`config.mk`:
```
export PLATFORM = sky130hd
export DESIGN_NAME = fetch_pc_unit_flat
export DESIGN_NICKNAME = d
export VERILOG_FILES = /design/src/rtl/fetch_pc_unit_if.sv /design/src/rtl/fetch_pc_unit.sv /design/src/flat_wrapper.sv
export SDC_FILE = /design/constraint.sdc
export NUM_CORES = 1
export LEC_CHECK = 0
export BUFFER_PORTS_ARGS = -buffer_cell sky130_fd_sc_hd__buf_2
export CORE_ASPECT_RATIO = 1.75
export CORE_MARGIN = 3
export CORE_UTILIZATION = 40
export CTS_CLUSTER_DIAMETER = 50
export DETAILED_ROUTE_END_ITERATION = 8
export GPL_TIMING_DRIVEN = 0
export SETUP_SLACK_MARGIN = 0.2
export SYNTH_ARGS = -nofsm -noshare
export SYNTH_HDL_FRONTEND = slang
export SYNTH_SLANG_ARGS = --single-unit
```
`constraint.sdc`:
```
create_clock -name clk -period 3.55 [get_ports clk]
set_input_delay 0.355 -clock clk [delete_from_list [all_inputs] [get_ports clk]]
set_output_delay 0.355 -clock clk [all_outputs]
set_load 0.005 [all_outputs]
```
`src/rtl/fetch_pc_unit_if.sv`:
```
// Instruction-memory fetch port.
//   imem_req    fetch request, held with imem_addr until imem_ready
//   imem_addr   word-aligned fetch address
//   imem_ready  response valid; completes the outstanding request
//   imem_rdata  fetched instruction word
// master: the fetch unit; slave: the instruction memory.
interface fetch_pc_unit_if;
  logic        imem_req;
  logic [31:0] imem_addr;
  logic        imem_ready;
  logic [31:0] imem_rdata;

  modport master (
    output imem_req,
    output imem_addr,
    input  imem_ready,
    input  imem_rdata
  );

  modport slave (
    input  imem_req,
    input  imem_addr,
    output imem_ready,
    output imem_rdata
  );
endinterface

```
`src/rtl/fetch_pc_unit.sv`:
```
// IF-stage PC owner. Fetches one instruction at a time over the imem port,
// loads the IF/ID register, and applies ID-stage redirects with an optional
// delay slot, squashing wrong-path fetches.
// Ports:
//   clk, rst            clock; synchronous active-high reset
//   stall               ID does not consume IF/ID this cycle
//   id_valid            ID holds a real instruction (qualifies br_flag)
//   br_flag/br_addr     taken redirect and its target
//   br_pc               PC of the branch/jump in ID
//   imem                fetch port (master side)
//   if_pc/if_instr      IF/ID register contents
//   if_valid            IF/ID holds a valid instruction
//   flush_ifid          one-cycle pulse when a redirect squashes IF/ID
//
// state | meaning
// BOOT  | one idle cycle after reset, no request
// FETCH | request outstanding at pc, waiting for imem_ready
// HOLD  | response parked in skid while ID stalls, no request
module fetch_pc_unit #(
  parameter logic [31:0] RESET_PC   = 32'h0000_3000,
  parameter bit          DELAY_SLOT = 1'b1
) (
  input  logic                   clk,
  input  logic                   rst,
  input  logic                   stall,
  input  logic                   id_valid,
  input  logic                   br_flag,
  input  logic [31:0]            br_addr,
  input  logic [31:0]            br_pc,
  fetch_pc_unit_if.master        imem,
  output logic [31:0]            if_pc,
  output logic [31:0]            if_instr,
  output logic                   if_valid,
  output logic                   flush_ifid
);

  typedef enum logic [1:0] {BOOT, FETCH, HOLD} state_t;

  state_t      state_q, state_d;
  logic [31:0] pc_q, pc_d;
  logic [31:0] redir_q, redir_d;
  logic        pend_q, pend_d;
  logic        squash_q, squash_d;
  logic [31:0] skid_pc_q, skid_pc_d;
  logic [31:0] skid_instr_q, skid_instr_d;
  logic [31:0] if_pc_d, if_instr_d;
  logic        if_valid_d, flush_d;

  logic        accept;
  logic        at_k;
  logic        discard;
  logic [31:0] k_addr;
  logic [31:0] seq_pc;

  assign accept = br_flag & id_valid & ~stall;
  // K is the last sequential address that stays on the executed path.
  assign k_addr = DELAY_SLOT ? (br_pc + 32'd4) : br_pc;
  assign at_k   = (pc_q == k_addr);
  assign seq_pc = pc_q + 32'd4;

  // pc_q doubles as the in-flight address; redirects are parked in redir_q
  // so the request stays stable until imem_ready.
  assign imem.imem_req  = (state_q == FETCH);
  assign imem.imem_addr = pc_q;

  always_comb begin
    state_d      = state_q;
    pc_d         = pc_q;
    redir_d      = redir_q;
    pend_d       = pend_q;
    squash_d     = squash_q;
    skid_pc_d    = skid_pc_q;
    skid_instr_d = skid_instr_q;
    if_pc_d      = if_pc;
    if_instr_d   = if_instr;
    if_valid_d   = stall ? if_valid : 1'b0;
    flush_d      = 1'b0;
    discard      = 1'b0;

    case (state_q)
      BOOT: begin
        state_d = FETCH;
        if (accept) pc_d = br_addr;
      end

      FETCH: begin
        if (imem.imem_ready) begin
          // A redirect in the completion cycle judges the address now returning.
          discard  = squash_q | (accept & ~at_k);
          pend_d   = 1'b0;
          squash_d = 1'b0;
          if (discard) begin
            pc_d = accept ? br_addr : redir_q;
          end else begin
            pc_d = accept ? br_addr : (pend_q ? redir_q : seq_pc);
            if (stall) begin
              skid_pc_d    = pc_q;
              skid_instr_d = imem.imem_rdata;
              state_d      = HOLD;
            end else begin
              if_pc_d    = pc_q;
              if_instr_d = imem.imem_rdata;
              if_valid_d = 1'b1;
            end
          end
        end else if (accept) begin
          redir_d = br_addr;
          if (squash_q | ~at_k) squash_d = 1'b1;
          else                  pend_d   = 1'b1;
        end
      end

      HOLD: begin
        if (accept) pc_d = br_addr;
        if (!stall) begin
          if_pc_d    = skid_pc_q;
          if_instr_d = skid_instr_q;
          if_valid_d = 1'b1;
          state_d    = FETCH;
        end
      end

      default: state_d = BOOT;
    endcase

    // Without a delay slot whatever sits behind the branch is wrong-path,
    // including a response just moved out of the skid.
    if (!DELAY_SLOT && accept) begin
      if_valid_d = 1'b0;
      flush_d    = 1'b1;
    end
  end

  always_ff @(posedge clk) begin
    if (rst) begin
      state_q      <= BOOT;
      pc_q         <= RESET_PC;
      redir_q      <= 32'd0;
      pend_q       <= 1'b0;
      squash_q     <= 1'b0;
      skid_pc_q    <= 32'd0;
      skid_instr_q <= 32'd0;
      if_pc        <= 32'd0;
      if_instr     <= 32'd0;
      if_valid     <= 1'b0;
      flush_ifid   <= 1'b0;
    end else begin
      state_q      <= state_d;
      pc_q         <= pc_d;
      redir_q      <= redir_d;
      pend_q       <= pend_d;
      squash_q     <= squash_d;
      skid_pc_q    <= skid_pc_d;
      skid_instr_q <= skid_instr_d;
      if_pc        <= if_pc_d;
      if_instr     <= if_instr_d;
      if_valid     <= if_valid_d;
      flush_ifid   <= flush_d;
    end
  end

endmodule

```
`src/flat_wrapper.sv`:
```
// flat-port wrapper written by rule: the top's interface ports become plain ports
module fetch_pc_unit_flat 
#(
  parameter logic [31:0] RESET_PC   = 32'h0000_3000,
  parameter bit          DELAY_SLOT = 1'b1
)
  (clk, rst, stall, id_valid, br_flag, br_addr, br_pc, if_pc, if_instr, if_valid, flush_ifid, imem_imem_req, imem_imem_addr, imem_imem_ready, imem_imem_rdata);
  fetch_pc_unit_if imem_i ();
  input  logic clk;
  input  logic rst;
  input  logic stall;
  input  logic id_valid;
  input  logic br_flag;
  input  logic [31:0] br_addr;
  input  logic [31:0] br_pc;
  output logic [31:0] if_pc;
  output logic [31:0] if_instr;
  output logic if_valid;
  output logic flush_ifid;
  output wire logic [$bits(imem_i.imem_req)-1:0] imem_imem_req;
  output wire logic [$bits(imem_i.imem_addr)-1:0] imem_imem_addr;
  input wire logic [$bits(imem_i.imem_ready)-1:0] imem_imem_ready;
  input wire logic [$bits(imem_i.imem_rdata)-1:0] imem_imem_rdata;
  assign imem_imem_req = imem_i.imem_req;
  assign imem_imem_addr = imem_i.imem_addr;
  assign imem_i.imem_ready = imem_imem_ready;
  assign imem_i.imem_rdata = imem_imem_rdata;
  fetch_pc_unit #(.RESET_PC(RESET_PC), .DELAY_SLOT(DELAY_SLOT)) u_core (.clk(clk), .rst(rst), .stall(stall), .id_valid(id_valid), .br_flag(br_flag), .br_addr(br_addr), .br_pc(br_pc), .imem(imem_i), .if_pc(if_pc), .if_instr(if_instr), .if_valid(if_valid), .flush_ifid(flush_ifid));
endmodule
```
; ---- Yosys cells after proc, flatten, opt, wreduce, memory -nomap -nowiden
; Index checks and enable logic that the tools add are counted.
[word_totals]
reg_bits = 197
inputBits = 102
word_cells = 77
[classes]
addsub = 2
n_eq_ne = 10
muxes = 33
bitwise_logic = 9
reduce_logical = 13
[ops]
columns = op, n
row1 = 32-bit two-way mux, 14
row2 = 32-bit case mux with 2 select lines, 3
row3 = "32-bit by 3-bit adder with 32-bit output, second input constant", 2
row4 = 32-bit equality test, 1
row5 = 1-bit two-way mux, 10
row6 = "2-bit != test, second input constant", 5
row7 = 3-bit AND reduction, 3
row8 = 2-bit two-way mux, 4
row9 = 4-bit AND reduction, 2
row10 = 2-bit nonzero test, 4
row11 = 2-bit case mux with 3 select lines, 1
row12 = 5-bit AND reduction, 1
row13 = "2-bit by 1-bit != test with 1-bit output, second input constant", 2
row14 = 1-bit NOT, 4
row15 = 1-bit AND, 3
row16 = "2-bit by 1-bit equality test with 1-bit output, second input constant", 1
row17 = "2-bit equality test, second input constant", 1
row18 = 2-bit zero test, 1
row19 = 1-bit bitwise OR, 2
row20 = 1-bit case mux with 2 select lines, 1
row21 = 2-bit AND reduction, 1
row22 = 2-bit OR reduction, 1

; ---- Longest topological paths before layout
; Gate-level depths: netlist of the first run.
[logic_depth]
ltp_word = 8
depth_mapped = 12
mapped_depth_nobuf = 11

; ---- Worst setup path after synthesis of the first run
; OpenSTA, ideal clock, no wires.
[synth_path]
path_kind = input -> register
from = in br_pc[14]
to = reg u_core.if_instr[0]
setup_ps = 87
arrival_ps = 2945
path_slack_ps = 518
cell_stages = 12
path_cell_list = buf_2 nand4_2 nor4_2 nand4_1 xnor2_1 nor4_1 and4bb_1 a31oi_4 o31ai_4 nand2_2 buf_6 a221oi_2
[synth_via]
elab_chain_len = 7
[synth_rtl]
columns = item, line_no
row1 = "start, declared", flat_wrapper.sv:15  ; input logic [31:0] br_pc;
row2 = 32-bit by 3-bit adder with 32-bit output, fetch_pc_unit.sv:57  ; assign k_addr = DELAY_SLOT ? (br_pc + 32'd4) : br_pc;
row3 = 32-bit equality test, fetch_pc_unit.sv:58  ; assign at_k = (pc_q == k_addr);
row4 = 1-bit NOT, fetch_pc_unit.sv:89  ; discard = squash_q | (accept & ~at_k);
row5 = 1-bit AND, fetch_pc_unit.sv:89
row6 = 1-bit bitwise OR, fetch_pc_unit.sv:89
row7 = 2-bit != test (no line), --
row8 = 5-bit AND reduction (no line), --
row9 = "end signal, assigned", fetch_pc_unit.sv:156  ; if_instr <= if_instr_d;
row10 = "end, declared", fetch_pc_unit.sv:32  ; output logic [31:0] if_instr,
; No other way between the ends.
; A chain may end at the register's enable or synchronous reset.

; ---- Worst setup path after layout of the first run
[layout_path]
from = reg u_core.pc_q[2], in the netlist u_core.imem.imem_addr[2]
to = reg u_core.if_instr[23]
[layout_via]
elab_chain_len = 6
[layout_rtl]
columns = item, line_no
row1 = "start, declared", fetch_pc_unit.sv:40  ; logic [31:0] pc_q, pc_d;
row2 = "start signal, assigned", fetch_pc_unit.sv:149  ; pc_q <= pc_d;
row3 = 32-bit equality test, fetch_pc_unit.sv:58
row4 = 1-bit NOT, fetch_pc_unit.sv:89
row5 = 1-bit AND, fetch_pc_unit.sv:89
row6 = 1-bit bitwise OR, fetch_pc_unit.sv:89
row7 = 2-bit != test (no line), --
row8 = 5-bit AND reduction (no line), --
; No other way between the ends.

==> flow_metrics.env, run 1 <==
export IMPL_finalHoldViolations=0
export IMPL_synth_cells=1313
export IMPL_design_area_um2=13440
export IMPL_grt_max_degree=17
export IMPL_grt_pass1_wl_um=56750
export IMPL_async_flop_share_pct=0
export IMPL_ff2ff_path_depth=12
export IMPL_r2r_end="u_core.if_instr[23]"
export IMPL_cts_root_buffer="clkbuf_16"
export IMPL_grtUsageMet1_pct=24.60
export IMPL_ys_ff_latch=197
export IMPL_fillers=2666
export IMPL_antenna_found_initial=2
export IMPL_ios=201
export IMPL_cts_buffers=17
export IMPL_period_minus_slack_ps=3223
export IMPL_antenna_left=0
export IMPL_status="finished clean"
export IMPL_cts_max_level=4
export IMPL_ys_warn_count=0
export IMPL_grt_pass1_vias=10430
export IMPL_crit_slowest_cell="or4_4"
export IMPL_tritoncts="yes"
export IMPL_grt_use_total_pct=24.54
export IMPL_end_kind="register"
export IMPL_layout_drive_gt1_share_pct=23.89
export IMPL_startpoint="u_core.imem.imem_addr[2]"
export IMPL_synthesis_area_um2=10960
export IMPL_hold_depth=3
export IMPL_synth_area_per_cell_um2=8.349
export IMPL_period_share_pct=90.79
export IMPL_clock_skew_ps=8.468
export IMPL_max_cap_violations=0
export IMPL_cts_buffer_depth=2
export IMPL_critPathKind="register to register"
export IMPL_die_area_um2=29510
export IMPL_drc=0
export IMPL_relSlewSlack_pct=45.62
export IMPL_grt_util_met3_pct=4.379
export IMPL_critPathLaunchType="register"
export IMPL_dpl_hpwl_um=29060
export IMPL_wirelength_um=37250
export IMPL_grt_overflow_total=0
export IMPL_clk_pin_slew_worst_paths_ps=70
export IMPL_slowest_delay_ps=490
export IMPL_critPathBufInv=4
export IMPL_drt_initial_drc_count=596
export IMPL_clock_sinks=197
export IMPL_synth_edf_count=0
export IMPL_via_per_inst=5.432
export IMPL_critPathTopFamily="simple AND/OR/NAND/NOR gates"
export IMPL_cp_arrival_ps=3520
export IMPL_row_count=79
export IMPL_max_freq_mhz=310.3
export IMPL_dr_pass1_iters=5
export IMPL_final_common_cell="buf_2"
export IMPL_power_density_nw_per_um2=723.0
export IMPL_core_um2=26790
export IMPL_start_util_pct=40.92
export IMPL_synth_cell_types=70
export IMPL_required_ps=3840
export IMPL_critical_path_endpoint="u_core.if_instr[23]"
export IMPL_layout_common_cells="buf_2, dfxtp_1, nand2_1, a21oi_1, o21ai_0"
export IMPL_avgRoutedWirePerCell_um=19.42
export IMPL_slew_viol_final=0
export IMPL_worstPathMaxFanout=10
export IMPL_hold_class="input port to register"
export IMPL_setup_tns_ps=0
export IMPL_place_gp_congestion=0.9785
export IMPL_clk_latency_ps=450
export IMPL_tightestPinTransition_ps=815.7
export IMPL_synth_ff_type="dfxtp_1"
export IMPL_busiest_layer="met2"
export IMPL_grtUsageMet2_pct=47.94
export IMPL_path_cells="buf_4, xnor2_1, or4_4, nor4_4, nand4_1, and4bb_1, a31oi_4, o31ai_4, buf_4, buf_6, buf_6, a221oi_4"
export IMPL_syn_num_nets=1420
export IMPL_ys_seq_area_share_pct=35.98
export IMPL_dpl_cell_area_um2=12390
export IMPL_rsz0062_at_grt="yes"
export IMPL_worst_path_stages=12
export IMPL_fp_dieW_um=131.1
export IMPL_setup_viol=0
export IMPL_die_y_um=225.0
export IMPL_num_vias=10420
export IMPL_leakage_nw=4.983
export IMPL_cts_hold_buffers=0
export IMPL_rr_startpoint="u_core.imem.imem_addr[2]"
export IMPL_syn_to_final_growth_pct=22.62
export IMPL_r2r_slack_ps=330
export IMPL_io_buffers=194
export IMPL_irDropWorstVdd_mv=0.3919
export IMPL_final_nets=1648
[how the worst min path moves through the flow]
| stage | end | from | slack (ps) |
|---|---|---|---|
| CTS | u_core.skid_instr_q[10] | imem_imem_rdata[10] | 120 |
| global route | u_core.skid_instr_q[15] | imem_imem_rdata[15] | 140 |
| floorplan | u_core.redir_q[12] | u_core.redir_q[12] | 430 |
| global placement | u_core.redir_q[12] | u_core.redir_q[12] | 440 |
| finish | u_core.skid_instr_q[0] | imem_imem_rdata[0] | 150 |
| detailed placement | u_core.redir_q[12] | u_core.redir_q[12] | 440 |
[cell usage after synthesis, types with 8 or more instances]
cell | instances | share of area [%]
xnor2_1 | 33 | 2.6
nor2_1 | 49 | 1.7
nand2_1 | 168 | 5.8
mux2i_1 | 77 | 7.0
and2_1 | 64 | 3.7
buf_2 | 11 | 0.50
inv_1 | 73 | 2.5
a22oi_1 | 8 | 0.55
a31oi_1 | 8 | 0.46
dfxtp_1 | 197 | 36
and4_1 | 9 | 0.72
nand3_1 | 34 | 1.6
buf_4 | 8 | 0.55
and3_1 | 8 | 0.46
nand4_1 | 16 | 0.91
xor2_1 | 30 | 2.4
a211oi_1 | 24 | 1.6
a21oi_1 | 132 | 6.0
clkbuf_1 | 89 | 3.0
nor3_1 | 26 | 1.2
a221oi_2 | 60 | 8.2
o21ai_0 | 79 | 3.6
[sequential cells by signal, summed over array words and instances, names as in the netlist]
signal	count
u_core.if_instr	32
u_core.if_pc	32
u_core.if_valid	1
u_core.imem.imem_addr	32
u_core.pend_q	1
u_core.redir_q	32
u_core.skid_instr_q	32
u_core.skid_pc_q	32
u_core.squash_q	1
u_core.state_q	2
[where the power goes]
part	internal (mW)	switching [mW]	total (mW)
Clock	1.30	0.877	2.18
Combinational	1.91	2.58	4.50
Sequential	2.72	0.325	3.04
[layout make-up]
type / count / area (um^2) / share of cell area, %
Antenna cell: 1 / 2.502 / 0.01862
Timing Repair Buffer: 208 / 1135 / 8.443
Clock buffer: 22 / 474.2 / 3.528
Inverter: 73 / 274.0 / 2.039
Buffer: 122 / 638.1 / 4.747
Multi-Input combinational cell: 922 / 6340 / 47.17
Tap cell: 364 / 455.4 / 3.388
Clock inverter: 9 / 173.9 / 1.294
Sequential cell: 197 / 3949 / 29.38
[worst reg2reg max path, cell delays in order (launching register included)]
cell and delay, ps:
dfxtp_1 390, buf_4 220, xnor2_1 90, or4_4 490
nor4_4 320, nand4_1 150, and4bb_1 350, a31oi_4 130
o31ai_4 300, buf_4 170, buf_6 170, buf_6 210
a221oi_4 80
[kinds of logic after synthesis]
family / synth area share, %
xor+xnor: 5.034
mux: 7.031
flops: 35.98
compound gates: 24.62
fa+ha+maj: 0.5707
other cells: 0.03421
buf+inv: 7.499
simple gates: 19.23
[metal layers]
layer	up-vias	routed length [um]
met4	0	1698
met2	342	20380
met3	88	1821
li1	5087	-
met5	-	0
met1	4901	13350
[through the flow]
stage	hold WS, ps	std cells	worst slack (ps)	util (%)	total power, mW
global placement	438.5	1871	-417.8	46.25	7.150
detailed placement	443.1	1871	-470.4	46.25	7.203
global route	144.9	1917	193.4	50.17	10.28
CTS	122.3	1911	226.7	49.45	9.602
finish	151.7	1918	326.9	50.18	9.718
floorplan	432.9	1313	517.8	-	5.727
[timing repair]
action	in CTS	in global routing
buffers inserted	7	5
pin swaps	5	12
setup endpoints to repair	162	127
gates resized for setup	29	43
gates cloned	2	1
Power figures use the tool's default switching activity.
==> inputs of run 2 (changes only) <==
Clock period 3.55 ns to 2.71 ns, I/O delays scaled along.
==> flow_metrics.env, run 2 (synthesis gave the netlist of run 1 again) <==
export IMPL_critPathLaunchType="register"
export IMPL_wirelength_um=37640
export IMPL_die_area_um2=29510
export IMPL_slew_viol_final=0
export IMPL_critPathTopFamily="compound AO/OA/AOI/OAI gates"
export IMPL_power_density_nw_per_um2=913.1
export IMPL_grt_use_total_pct=24.83
export IMPL_clk_latency_ps=460
export IMPL_required_ps=3070
export IMPL_status="complete, but fails checks"
export IMPL_avgRoutedWirePerCell_um=19.42
export IMPL_cts_buffers=17
export IMPL_grtUsageMet2_pct=48.06
export IMPL_fin_ws_ps=-384.2
export IMPL_clock_skew_ps=13.16
export IMPL_hold_depth=3
export IMPL_clock_sinks=197
export IMPL_period_minus_slack_ps=3094
export IMPL_io_buffers=194
export IMPL_cts_buffer_depth=2
export IMPL_hold_path_startpoint="br_addr[27]"
export IMPL_die_y_um=225.0
export IMPL_worstPathMaxFanout=10
export IMPL_crit_slowest_cell="a2111oi_0"
export IMPL_final_common_cell="buf_2"
export IMPL_final_nets=1668
export IMPL_tightestPinTransition_ps=820.3
export IMPL_critPathBufInv=4
export IMPL_clk_pin_slew_worst_paths_ps=70
export IMPL_hold_class="input port to register"
export IMPL_antenna_left=0
export IMPL_max_cap_violations=0
export IMPL_grt_pass1_vias=10400
export IMPL_tritoncts="yes"
export IMPL_busiest_layer="met2"
export IMPL_syn_to_final_growth_pct=28.88
export IMPL_rsz0062_at_grt="yes"
export IMPL_dpl_hpwl_um=29070
export IMPL_r2r_end="u_core.if_pc[0]"
export IMPL_grt_pass1_wl_um=57250
export IMPL_violations="setup timing"
export IMPL_cpMostUsedCell="buf_6"
export IMPL_ios=201
export IMPL_finalHoldViolations=0
export IMPL_hold_slack_ps=63.59
export IMPL_cts_root_buffer="clkbuf_16"
export IMPL_critPathKind="register to register"
export IMPL_antenna_found_initial=1
export IMPL_hold_path_end="u_core.redir_q[27]"
export IMPL_instances_no_fill=1938
export IMPL_end_kind="register"
export IMPL_r2r_slack_ps=-380
export IMPL_dr_pass1_iters=5
export IMPL_ff2ff_path_depth=13
export IMPL_drc=0
export IMPL_layout_drive_gt1_share_pct=29.82
export IMPL_cp_arrival_ps=3450
export IMPL_grt_overflow_total=0
export IMPL_start_util_pct=40.92
export IMPL_path_cells="buf_6, xnor2_4, buf_4, a2111oi_0, a311o_1, nand4b_1, and4bb_1, a31oi_4, o31ai_4, buf_6, nand2_8, buf_12, a221oi_2"
export IMPL_num_vias=10500
export IMPL_setup_tns_ps=-44850
export IMPL_core_um2=26790
export IMPL_fp_dieW_um=131.1
export IMPL_slowest_delay_ps=430
export IMPL_cts_max_level=4
export IMPL_place_gp_congestion=0.9688
export IMPL_grt_max_degree=17
export IMPL_setup_viol=151
export IMPL_via_per_inst=5.417
export IMPL_max_freq_mhz=323.2
export IMPL_relSlewSlack_pct=45.32
export IMPL_irDropWorstVdd_mv=0.5159
export IMPL_grtUsageMet1_pct=24.51
export IMPL_drt_initial_drc_count=538
export IMPL_leakage_nw=5.220
export IMPL_p_total_mw=12.90
export IMPL_layout_common_cells="buf_2, dfxtp_1, nand2_1, a21oi_1, mux2i_1"
export IMPL_grt_util_met3_pct=3.865
export IMPL_period_share_pct=114.2
export IMPL_row_count=79
export IMPL_place_inst=1871
export IMPL_rr_startpoint="u_core.imem.imem_addr[10]"
run 2: metrics by stage:
step	instance area (um^2)	utilization [%]	setup WS [ps]
global placement	12540	46.81	-1090
detailed placement	12540	46.81	-1092
CTS	13850	51.72	-493.5
floorplan	11110	-	-93.23
finish	14130	52.74	-384.2
global route	14120	52.73	-523.3
run 2: power breakdown:
part / internal (mW) / switching (mW) / leakage, nW
registers: 3.56 / 0.416 / 1.61
logic: 2.81 / 3.57 / 3.33
clock network: 1.40 / 1.14 / 0.277
run 2: cell type report:
cell class | count | area, um^2
Antenna cell | 1 | 2.502
Buffer | 121 | 835.8
Clock buffer | 23 | 467.9
Clock inverter | 8 | 100.1
Fill cell | 2612 | 12660
Inverter | 73 | 274.0
Multi-Input combinational cell | 922 | 6643
Sequential cell | 197 | 3951
Tap cell | 364 | 455.4
Timing Repair Buffer | 229 | 1398
run 2: worst max path at each step:
stage / cells past startpoint / start / to / slack, ps
floorplan: 12 / u_core.imem.imem_addr[10] / u_core.if_instr[0] / -90
global placement: 12 / u_core.state_q[0] / u_core.imem.imem_addr[12] / -1090
detailed placement: 12 / u_core.state_q[0] / u_core.imem.imem_addr[12] / -1090
CTS: 13 / u_core.imem.imem_addr[10] / u_core.if_pc[10] / -490
global route: 13 / u_core.imem.imem_addr[10] / u_core.if_instr[19] / -520
finish: 13 / u_core.imem.imem_addr[10] / u_core.if_pc[0] / -380
run 2: metal layers:
metal | routed length, um | vias to the layer above
met5 | 0 | -
met4 | 2292 | 0
met3 | 1642 | 113
met2 | 20560 | 340
met1 | 13150 | 4906
li1 | - | 5139
run 2: timing repair:
item                                    CTS  global route
pin swaps                                40            18
buffers inserted                         22             7
cloned                                    6             1
hold buffers                              0             0
gates resized for setup                 161            72
endpoints found under the setup margin  165           180
run 2: worst register-to-register path, delay by kind of cell (launching register included):
| kind | cells | cell delay [ps] |
|---|---|---|
| AOI/OAI and AO/OA | 5 | 1340 |
| buffers and inverters | 4 | 630 |
| and+or+nand+nor | 3 | 570 |
| DFF | 1 | 320 |
| xor gates and xnor gates | 1 | 140 |
==> inputs of run 3 (changes only) <==
Settings changed: CELL_PAD_IN_SITES_DETAIL_PLACEMENT from default to 1, CELL_PAD_IN_SITES_GLOBAL_PLACEMENT from default to 1, CORE_UTILIZATION 40 to 38, PLACE_DENSITY_LB_ADDON from default to 0.1, SKIP_LAST_GASP from default to 1.
==> flow_metrics.env, run 3 (synthesis gave the netlist of run 1 again) <==
export IMPL_status="complete, but fails checks"
export IMPL_violations="setup timing"
export IMPL_path_cells="nor2b_2, a311oi_1, a41oi_2, nor3_1, nand4_1, and4bb_1, a31oi_4, o31ai_4, nand2_4, buf_6, buf_12, a221oi_4"
export IMPL_dr_pass1_iters=7
export IMPL_dpl_worst_slack_ps=-1181
export IMPL_critPathLaunchType="register"
export IMPL_cts_max_level=4
export IMPL_grt_use_total_pct=26.97
export IMPL_dpl_hpwl_um=32470
export IMPL_hold_slack_ps=60.47
export IMPL_start_util_pct=38.91
export IMPL_die_y_um=230.7
export IMPL_max_freq_mhz=308.9
export IMPL_tritoncts="yes"
export IMPL_period_share_pct=119.5
export IMPL_hold_path_startpoint="imem_imem_rdata[14]"
export IMPL_end_kind="register"
export IMPL_r2r_end="u_core.if_pc[2]"
export IMPL_ios=201
export IMPL_grt_pass1_vias=11550
export IMPL_layout_drive_gt1_share_pct=30.03
export IMPL_num_vias=10800
export IMPL_critPathTopFamily="compound AO/OA/AOI/OAI gates"
export IMPL_core_um2=28170
export IMPL_drc=0
export IMPL_io_buffers=194
export IMPL_worstPathMaxFanout=8
export IMPL_irDropWorstVdd_mv=0.4774
export IMPL_required_ps=3060
export IMPL_grt_pass1_wl_um=64670
export IMPL_wirelength_um=42280
export IMPL_fp_dieW_um=134.4
export IMPL_slew_viol_final=0
export IMPL_avgRoutedWirePerCell_um=21.71
export IMPL_fillers=3427
export IMPL_rr_startpoint="u_core.imem.imem_addr[30]"
export IMPL_die_area_um2=31000
export IMPL_clock_sinks=197
export IMPL_slowest_delay_ps=590
export IMPL_grt_overflow_total=0
export IMPL_fin_ws_ps=-527.3
export IMPL_critPathBufInv=2
export IMPL_critPathKind="register to register"
export IMPL_final_common_cell="buf_2"
export IMPL_cts_buffers=17
export IMPL_finalHoldViolations=0
export IMPL_leakage_nw=5.305
export IMPL_ff2ff_path_depth=12
export IMPL_tightestPinTransition_ps=955.9
export IMPL_rsz0062_at_grt="yes"
export IMPL_crit_slowest_cell="dfxtp_1"
export IMPL_setup_tns_ps=-59640
export IMPL_final_nets=1669
export IMPL_diodes=0
export IMPL_via_per_inst=5.546
export IMPL_place_gp_congestion=0.9119
export IMPL_clk_latency_ps=460
export IMPL_register_area_um2=3955
export IMPL_drt_initial_drc_count=411
export IMPL_power_density_nw_per_um2=946.3
export IMPL_antenna_left=0
export IMPL_layout_common_cells="buf_2, dfxtp_1, nand2_1, a21oi_1, mux2i_1"
export IMPL_antenna_found_initial=1
export IMPL_r2r_slack_ps=-530
export IMPL_period_minus_slack_ps=3237
export IMPL_relSlewSlack_pct=36.27
export IMPL_clk_pin_slew_worst_paths_ps=80
export IMPL_syn_to_final_growth_pct=30.40
export IMPL_clock_skew_ps=12.45
export IMPL_hold_class="input port to register"
export IMPL_hold_depth=3
export IMPL_cts_root_buffer="clkbuf_16"
export IMPL_setup_viol=149
export IMPL_multi_input_area_um2=6709
export IMPL_max_cap_violations=0
export IMPL_grt_max_degree=18
export IMPL_row_count=81
export IMPL_hold_path_end="u_core.skid_instr_q[14]"
export IMPL_cts_buffer_depth=2
export IMPL_cp_arrival_ps=3590
==> run 3: cell types whose count changed in the layout (fill, tap and decap cells not counted), sizes merged <==
| cell | previous run | this run |
|---|---|---|
| buf | 263 | 264 |
| bufinv | 2 | 3 |
| clkbuf | 109 | 104 |
| clkdlybuf4s15 | 1 | 0 |
| clkinv | 4 | 8 |
| clkinvlp | 1 | 2 |
| diode | 1 | 0 |
| inv | 74 | 75 |
==> run 3: per-layer routing <==
layer | track usage, % | vias to the layer above | part of all wire [%]
met1 | 26.35 | 5293 | 35
met5 | 0 | - | 0.028
li1 | - | 5135 | -
met3 | 4.274 | 83 | 3.9
met2 | 53.53 | 291 | 57
met4 | 13.12 | 2 | 4.3
==> run 3: worst max-delay path by stage <==
stage	from	to	slack (ps)	cells past startpoint
after floorplan	u_core.imem.imem_addr[10]	u_core.if_instr[0]	-90	12
after global placement	br_pc[8]	u_core.skid_pc_q[10]	-1130	12
after detailed placement	u_core.state_q[0]	u_core.imem.imem_addr[12]	-1180	12
after CTS	u_core.imem.imem_addr[3]	u_core.if_instr[26]	-560	13
after global routing	u_core.imem.imem_addr[10]	u_core.if_instr[25]	-640	13
final	u_core.imem.imem_addr[30]	u_core.if_pc[2]	-530	12
==> run 3: area by class of cell <==
cell class                      instances  area share, %
Clock buffer                           17          2.976
Inverter                               73          1.917
Multi-Input combinational cell        922          46.94
Sequential cell                       197          27.67
Clock inverter                         15          1.269
Timing Repair Buffer                  230          10.08
Tap cell                              373          3.265
Buffer                                121          5.891
==> run 3: power breakdown <==
part / switching, mW / total [mW] / leakage [nW] / internal (mW)
registers: 0.426 / 3.99 / 1.61 / 3.56
logic: 3.79 / 6.85 / 3.40 / 3.06
clock network: 1.23 / 2.69 / 0.294 / 1.46
total: 5.45 / 13.5 / 5.30 / 8.08
==> run 3: per-stage QoR <==
| step | utilization, % | power [mW] | cells | area [um^2] |
|---|---|---|---|---|
| after global placement | 44.55 | 9.559 | 1880 | 12550 |
| final | 50.73 | 13.53 | 1948 | 14290 |
| after floorplan | - | 7.606 | 1313 | 11110 |
| after CTS | 49.44 | 13.31 | 1937 | 13930 |
| after detailed placement | 44.55 | 9.675 | 1880 | 12550 |
| after global routing | 50.73 | 14.31 | 1948 | 14290 |
==> run 3: worst reg2reg max path: stages, from the launching register on <==
cell	delay [ps]
dfxtp_1	590
nor2b_2	170
a311oi_1	390
a41oi_2	110
nor3_1	220
nand4_1	130
and4bb_1	330
a31oi_4	150
o31ai_4	330
nand2_4	150
buf_6	160
buf_12	130
a221oi_4	280
==> run 3: repair_timing <==
item / CTS / global route
hold buffers: 0 / 0
gates cloned: 5 / 2
gates resized for setup: 126 / 88
setup endpoints to repair: 165 / 191
pin swaps: 67 / 29
buffers inserted: 21 / 9
